### src/rtl/spi_arb_pkg.sv
// Shared types and constants for the SPI master arbiter.
package spi_arb_pkg;

   // Sequencer states: accept a request, pulse start, wait for done, respond
   typedef enum logic [1:0] {
      IDLE  = 2'd0,
      ISSUE = 2'd1,
      WAIT  = 2'd2,
      RESP  = 2'd3
   } arb_state_t;

   // core_clk_div value presented to the core before any request is accepted
   localparam logic [15:0] ARB_DEFAULT_CLKDIV = 16'd4;

   // rsp_err encodings
   localparam logic RSP_ERR_NONE    = 1'b0;
   localparam logic RSP_ERR_TIMEOUT = 1'b1;

   // Response payload captured when a transfer completes or times out
   typedef struct packed {
      logic [7:0] data;
      logic       err;
   } arb_rsp_t;

endpackage

### src/rtl/rr_arbiter.sv
// Combinational round-robin picker with an optional grant lock.
// Unlocked: first request at or after ptr, wrapping. Locked: only lock_idx may win.
module rr_arbiter #(
   parameter int NUM_REQ = 4,
   parameter int IW      = $clog2(NUM_REQ)
) (
   input  logic [NUM_REQ-1:0] req,
   input  logic [IW-1:0]      ptr,
   input  logic               lock,
   input  logic [IW-1:0]      lock_idx,
   output logic [NUM_REQ-1:0] gnt
);

   logic found;
   int   idx;

   // Scan NUM_REQ slots starting at ptr and grant the first active request
   always_comb begin
      gnt   = '0;
      found = 1'b0;
      idx   = 0;
      if (lock) begin
         gnt[lock_idx] = req[lock_idx];
      end else begin
         for (int k = 0; k < NUM_REQ; k++) begin
            idx = int'(ptr) + k;
            if (idx >= NUM_REQ) idx = idx - NUM_REQ;
            if (!found && req[idx[IW-1:0]]) begin
               gnt[idx[IW-1:0]] = 1'b1;
               found            = 1'b1;
            end
         end
      end
   end

endmodule

### src/rtl/spi_master_arbiter.sv
// Shares one spi_master byte engine among NUM_REQ requesters. Picks a winner
// round-robin (or holds it during a burst), loads the core, pulses start,
// waits for done (guarded by a watchdog) and returns rx data to the winner.
module spi_master_arbiter
   import spi_arb_pkg::*;
#(
   parameter int          NUM_REQ        = 4,
   parameter int          TIMEOUT_CYCLES = 0,
   parameter logic [15:0] DEFAULT_CLKDIV = ARB_DEFAULT_CLKDIV
) (
   input  logic                          clk,
   input  logic                          reset,
   input  logic [NUM_REQ-1:0]            req_valid,
   input  logic [8*NUM_REQ-1:0]          req_data,
   input  logic [16*NUM_REQ-1:0]         req_clkdiv,
   input  logic [NUM_REQ-1:0]            req_last,
   output logic [NUM_REQ-1:0]            req_ready,
   output logic [NUM_REQ-1:0]            rsp_valid,
   output logic [7:0]                    rsp_data,
   output logic                          rsp_err,
   output logic [$clog2(NUM_REQ)-1:0]    grant_id,
   output logic                          locked,
   output logic                          core_start,
   output logic [7:0]                    core_tx_data,
   output logic [15:0]                   core_clk_div,
   input  logic [7:0]                    core_rx_data,
   input  logic                          core_ready,
   input  logic                          core_done
);

   localparam int                 IW       = $clog2(NUM_REQ);
   localparam bit                 WD_EN    = (TIMEOUT_CYCLES != 0);
   localparam logic [31:0]        WD_LIMIT = WD_EN ? 32'(TIMEOUT_CYCLES - 1) : 32'd0;
   localparam logic [NUM_REQ-1:0] REQ_ONE  = {{(NUM_REQ-1){1'b0}}, 1'b1};

   arb_state_t         state_q, state_d;
   logic [NUM_REQ-1:0] winner;
   logic [IW-1:0]      rr_ptr;
   logic [IW-1:0]      win_idx;
   logic [7:0]         win_data;
   logic [15:0]        win_div;
   logic               win_last;
   logic               hs;
   logic               done_evt;
   logic               tmo_evt;
   logic [31:0]        wd_cnt;
   logic               start_d;
   logic               fire_d;
   arb_rsp_t           rsp_d;

   // While locked the picker only looks at grant_id, so other requesters
   // simply stay pending until the burst releases.
   rr_arbiter #(
      .NUM_REQ (NUM_REQ),
      .IW      (IW)
   ) u_rr (
      .req      (req_valid),
      .ptr      (rr_ptr),
      .lock     (locked),
      .lock_idx (grant_id),
      .gnt      (winner)
   );

   // Decode the one-hot winner into an index and mux out its request fields
   always_comb begin
      win_idx  = '0;
      win_data = '0;
      win_div  = '0;
      win_last = 1'b0;
      for (int i = 0; i < NUM_REQ; i++) begin
         if (winner[i]) begin
            win_idx  = IW'(i);
            win_data = req_data[8*i +: 8];
            win_div  = req_clkdiv[16*i +: 16];
            win_last = req_last[i];
         end
      end
   end

   // Ready only while idle with an idle core; reset masks it so the
   // reset-state view of the outputs is clean even with requests pending.
   assign req_ready = (state_q == IDLE && core_ready && !reset) ? winner : '0;
   assign hs        = |(req_ready & req_valid);

   // done beats a same-cycle timeout; done outside WAIT is ignored
   assign done_evt = (state_q == WAIT) && core_done;
   assign tmo_evt  = WD_EN && (state_q == WAIT) && !core_done && (wd_cnt == WD_LIMIT);

   // State register
   always_ff @(posedge clk) begin
      if (reset) state_q <= IDLE;
      else       state_q <= state_d;
   end

   // Next-state logic
   always_comb begin
      state_d = state_q;
      case (state_q)
         IDLE:    if (hs) state_d = ISSUE;
         ISSUE:   state_d = WAIT;
         WAIT:    if (done_evt || tmo_evt) state_d = RESP;
         RESP:    state_d = IDLE;
         default: state_d = IDLE;
      endcase
   end

   // Next values for the registered strobes and the response payload
   always_comb begin
      start_d   = hs;
      fire_d    = done_evt || tmo_evt;
      rsp_d     = '0;
      if (done_evt) begin
         rsp_d.data = core_rx_data;
         rsp_d.err  = RSP_ERR_NONE;
      end else if (tmo_evt) begin
         rsp_d.data = 8'h00;
         rsp_d.err  = RSP_ERR_TIMEOUT;
      end
   end

   // Watchdog: zero outside WAIT, so it is clear on WAIT entry and counts
   // 0,1,2,... through the WAIT cycles.
   always_ff @(posedge clk) begin
      if (reset || state_q != WAIT) wd_cnt <= 32'd0;
      else                          wd_cnt <= wd_cnt + 32'd1;
   end

   // Datapath and registered outputs
   always_ff @(posedge clk) begin
      if (reset) begin
         core_start   <= 1'b0;
         core_tx_data <= 8'h00;
         core_clk_div <= DEFAULT_CLKDIV;
         grant_id     <= '0;
         locked       <= 1'b0;
         rr_ptr       <= '0;
         rsp_valid    <= '0;
         rsp_data     <= 8'h00;
         rsp_err      <= 1'b0;
      end else begin
         core_start <= start_d;
         rsp_valid  <= '0;
         if (hs) begin
            core_tx_data <= win_data;
            core_clk_div <= win_div;
            grant_id     <= win_idx;
            locked       <= !win_last;
            rr_ptr       <= (win_idx == IW'(NUM_REQ - 1)) ? '0 : win_idx + 1'b1;
         end
         if (fire_d) begin
            rsp_valid <= REQ_ONE << grant_id;
            rsp_data  <= rsp_d.data;
            rsp_err   <= rsp_d.err;
            // a hung core must not keep a burst owner pinned
            if (tmo_evt) locked <= 1'b0;
         end
      end
   end

endmodule

### config.mk
export PLATFORM = sky130hd
export DESIGN_NAME = spi_master_arbiter
export DESIGN_NICKNAME = d
export VERILOG_FILES = /design/src/rtl/spi_arb_pkg.sv /design/src/rtl/rr_arbiter.sv /design/src/rtl/spi_master_arbiter.sv
export SDC_FILE = /design/constraint.sdc
export NUM_CORES = 1
export LEC_CHECK = 0
export BUFFER_PORTS_ARGS = -buffer_cell sky130_fd_sc_hd__buf_2
export CAP_MARGIN = 10
export CORE_ASPECT_RATIO = 0.7
export CORE_MARGIN = 10
export CORE_UTILIZATION = 40
export CTS_BUF_LIST = sky130_fd_sc_hd__clkbuf_4
export CTS_CLUSTER_DIAMETER = 40
export CTS_CLUSTER_SIZE = 20
export DETAILED_ROUTE_END_ITERATION = 7
export PLACE_DENSITY = 0.86
export SLEW_MARGIN = 40
export SYNTH_ARGS = -nofsm -noshare
export SYNTH_HDL_FRONTEND = slang
export SYNTH_HIERARCHICAL = 1
export SYNTH_SLANG_ARGS = --single-unit
### constraint.sdc
create_clock -name clk -period 7.8 [get_ports clk]
set_input_delay 0.39 -clock clk [delete_from_list [all_inputs] [get_ports clk]]
set_output_delay 0.39 -clock clk [all_outputs]
set_load 0.02 [all_outputs]
==> metrics.csv <==
metric,value,unit
cp_max_fo,56,
syn_to_final_growth,32.5,%
hold_viol,0,
ys_warn_count,6,
pwr-share-clk,20.1,%
finalNetCount,594,
drtIter0Drc,191,
hold_ws,0.271,ns
grt_max_degree,57,
yosys-top-cells-area,"dfxtp_1, nand2_1, o211a_1",
dp_slack,3.24,ns
clk_path_buf_depth,2,
p_int,514,uW
synth-async-reset-ratio,0,%
critical_path_class,reg -> reg,
core.rowCount,25,
status,finished clean,
r2r_start,rr_ptr[0],
htreeDepth,2,
fmax,222,MHz
finalWorstSetupSlack,3.29,ns
clk-insertion-delay-late,0.35,ns
synth_top_area_share,31.5,%
cts_sinks,44,
drc,0,
drive_above_1_share,39.7,%
worst_ep_required_time,8.09,ns
io_pins,161,
start_util,41.2,%
hold_class,in -> reg,
maxCapViolCount,0,
p_switching,336,uW
finalSetupTns,0,ns
yosysTopAreaCell,dfxtp_1,
synthFlopType,dfxtp_1,
dieArea,10800,sq um
num_antenna_cells,0,
nFillCells,663,
syn_area_per_cell,8.48,sq um
num_vias,3138,
relSlewSlack,50.3,%
min_period,4.51,ns
cts_root_buf,clkbuf_4,
placed_cells,555,
cts_tree,built,
numCtsBuffers,5,
port-buffer-count,159,
r2r_slack,3.29,ns
antenna_found_initial,0,
hold_start,core_rx_data[2],
maxSlewViolCount,0,
multi_input_area,1750,sq um
min_to,rsp_data[2],
viasPerCell,5.57,
grt_first_pass_wirelength,15200,microns
clk_pin_slew_worst_paths,0.13,ns
place_area,3610,sq um
overflow,0,
synth_cell_types,47,
crit_path_start_kind,flop,
regArea,881,sq um
netlist_instances,330,
ctsHoldBuffers,0,
cts_resized,0,
final_cells,563,
cp_data_arrival_time,4.80,ns
ir_drop,0.112,mV
seqPwrFrac,33.4,%
setup_violations,0,
synth_seq_cells,44,
whs_path_depth,3,
tightest_slew,0.744,ns
antenna_left,0,
rsz0062_at_grt,no,
finClkSkew,0.00948,ns
grtUsageTotal,16.6,%
die_x,120,microns
p_per_area,229,nW/um^2
dpl.hpwl,7670,microns
postCtsSetupBuffers,0,
fp.coreArea,6790,sq um
design_area,3710,sq um
firstDrtPassIters,5,
p_leak,0.00182,uW
routabilityCongestion,0.957,
die_h,90.0,microns
min_period_over_period,57.8,%
wirelength,9740,microns
syn_nets,455,
wl_per_cell,17.3,microns
synth-edff-count,0,
grt_pass1_vias,3006,
p_sw_share,39.5,%
p_comb_share,46.4,%
reg2reg_depth,12,
ys_seq_area_share,31.5,%
cp-end-kind,flop,
r2r_end,locked,
syn_area,2800,sq um
==> power by group through the flow <==
| stage | clock (uW) | sequential [uW] | combinational, uW |
|---|---|---|---|
| 6_report | 171 | 284 | 395 |
| 5_1_grt | 185 | 289 | 432 |
| 4_1_cts | 176 | 284 | 393 |
| 3_5_place_dp | 0 | 289 | 393 |
| 3_3_place_gp | 0 | 287 | 377 |
| 2_1_floorplan | 0 | 316 | 251 |
==> metrics by stage <==
step,total power [uW],util [%]
after floorplan,566,-
after global placement,664,52.9
after detailed placement,682,53.1
after CTS,853,54.6
after global routing,907,54.7
final,850,54.7
==> how the worst max path moves through the flow <==
stage / start / end / cells after the start
finish: rr_ptr[0] / locked / 12
global route: rr_ptr[0] / locked / 12
CTS: rr_ptr[0] / locked / 11
detailed placement: rr_ptr[0] / core_clk_div[10] / 11
global placement: rr_ptr[0] / core_clk_div[2] / 11
floorplan: rr_ptr[1] / req_ready[3] / 10
==> cells in the mapped netlist (2+ instances only) <==
master,count
a21oi_1,14
a221oi_1,7
a22o_1,2
a22oi_1,23
a32oi_1,4
and2_1,5
buf_2,13
buf_6,3
clkbuf_1,15
dfxtp_1,44
ha_1,9
inv_1,6
mux2i_1,5
mux4_2,4
nand2_1,71
nand2b_1,4
nand3_1,9
nand4b_1,2
nor2_1,6
nor2b_1,3
nor3_1,2
nor4b_1,2
nor4b_4,2
o2111ai_1,21
o211a_1,22
o21ai_0,8
o22ai_1,4
==> cell usage in the layout (no fill, tap or decap), types with 5 or more instances in the layout <==
cell,instances
a22oi_1,23
clkbuf_4,5
a221oi_1,7
nand2_1,71
inv_1,6
nand3_1,9
buf_2,159
a21oi_1,14
mux2i_1,5
nor2_1,6
o2111ai_1,21
dfxtp_1,44
o211a_1,22
o21ai_0,8
ha_1,9
and2_1,5
==> logic make-up (layout without fill, tap and decap cells) <==
family / after synthesis / in the layout / share of synthesized area (%)
simple gates: 114 / 114 / 20.4
compound gates: 112 / 112 / 31.7
flops: 44 / 44 / 31.5
buf+inv: 40 / 179 / 6.88
mux: 10 / 10 / 5.41
fa+ha+maj: 9 / 9 / 4.02
other cells: 1 / 1 / 0.134
==> flip-flops by register name (all words and copies together), names as in the netlist, 2 cells and up <==
register and cells:
core_clk_div 16, core_tx_data 8, rsp_data 8, rsp_valid 4, grant_id 2, rr_ptr 2
state_q 2
==> metal layers <==
layer / part of all wire (%) / wire length (microns) / global-route usage, %
met3: 7.8 / 764 / 5.37
met4: 0.67 / 65 / 2.81
met5: 0 / 0 / 0
met2: 49 / 4760 / 28.6
met1: 43 / 4150 / 20.0
==> layout make-up <==
cell class / count / area share (%)
repair buffers: 164 / 22.4
multi-input cells: 246 / 47.3
clock inverters: 2 / 1.62
clock buffers: 5 / 1.01
inverters: 8 / 0.809
flip-flops and latches: 44 / 23.7
well taps: 94 / 3.17
==> worst max-delay path, stage by stage, from the launching register on <==
cell and delay, ns:
dfxtp_1 0.75, inv_1 0.22, ha_1 0.44, mux4_2 0.38, nor4b_4 0.37, nand2_1 0.15
a32oi_4 0.18, buf_4 0.48, a22o_1 0.23, o21ai_2 0.15, inv_2 0.59, o311ai_0 0.31
a21oi_1 0.19
(Power assumes the default switching activity.)
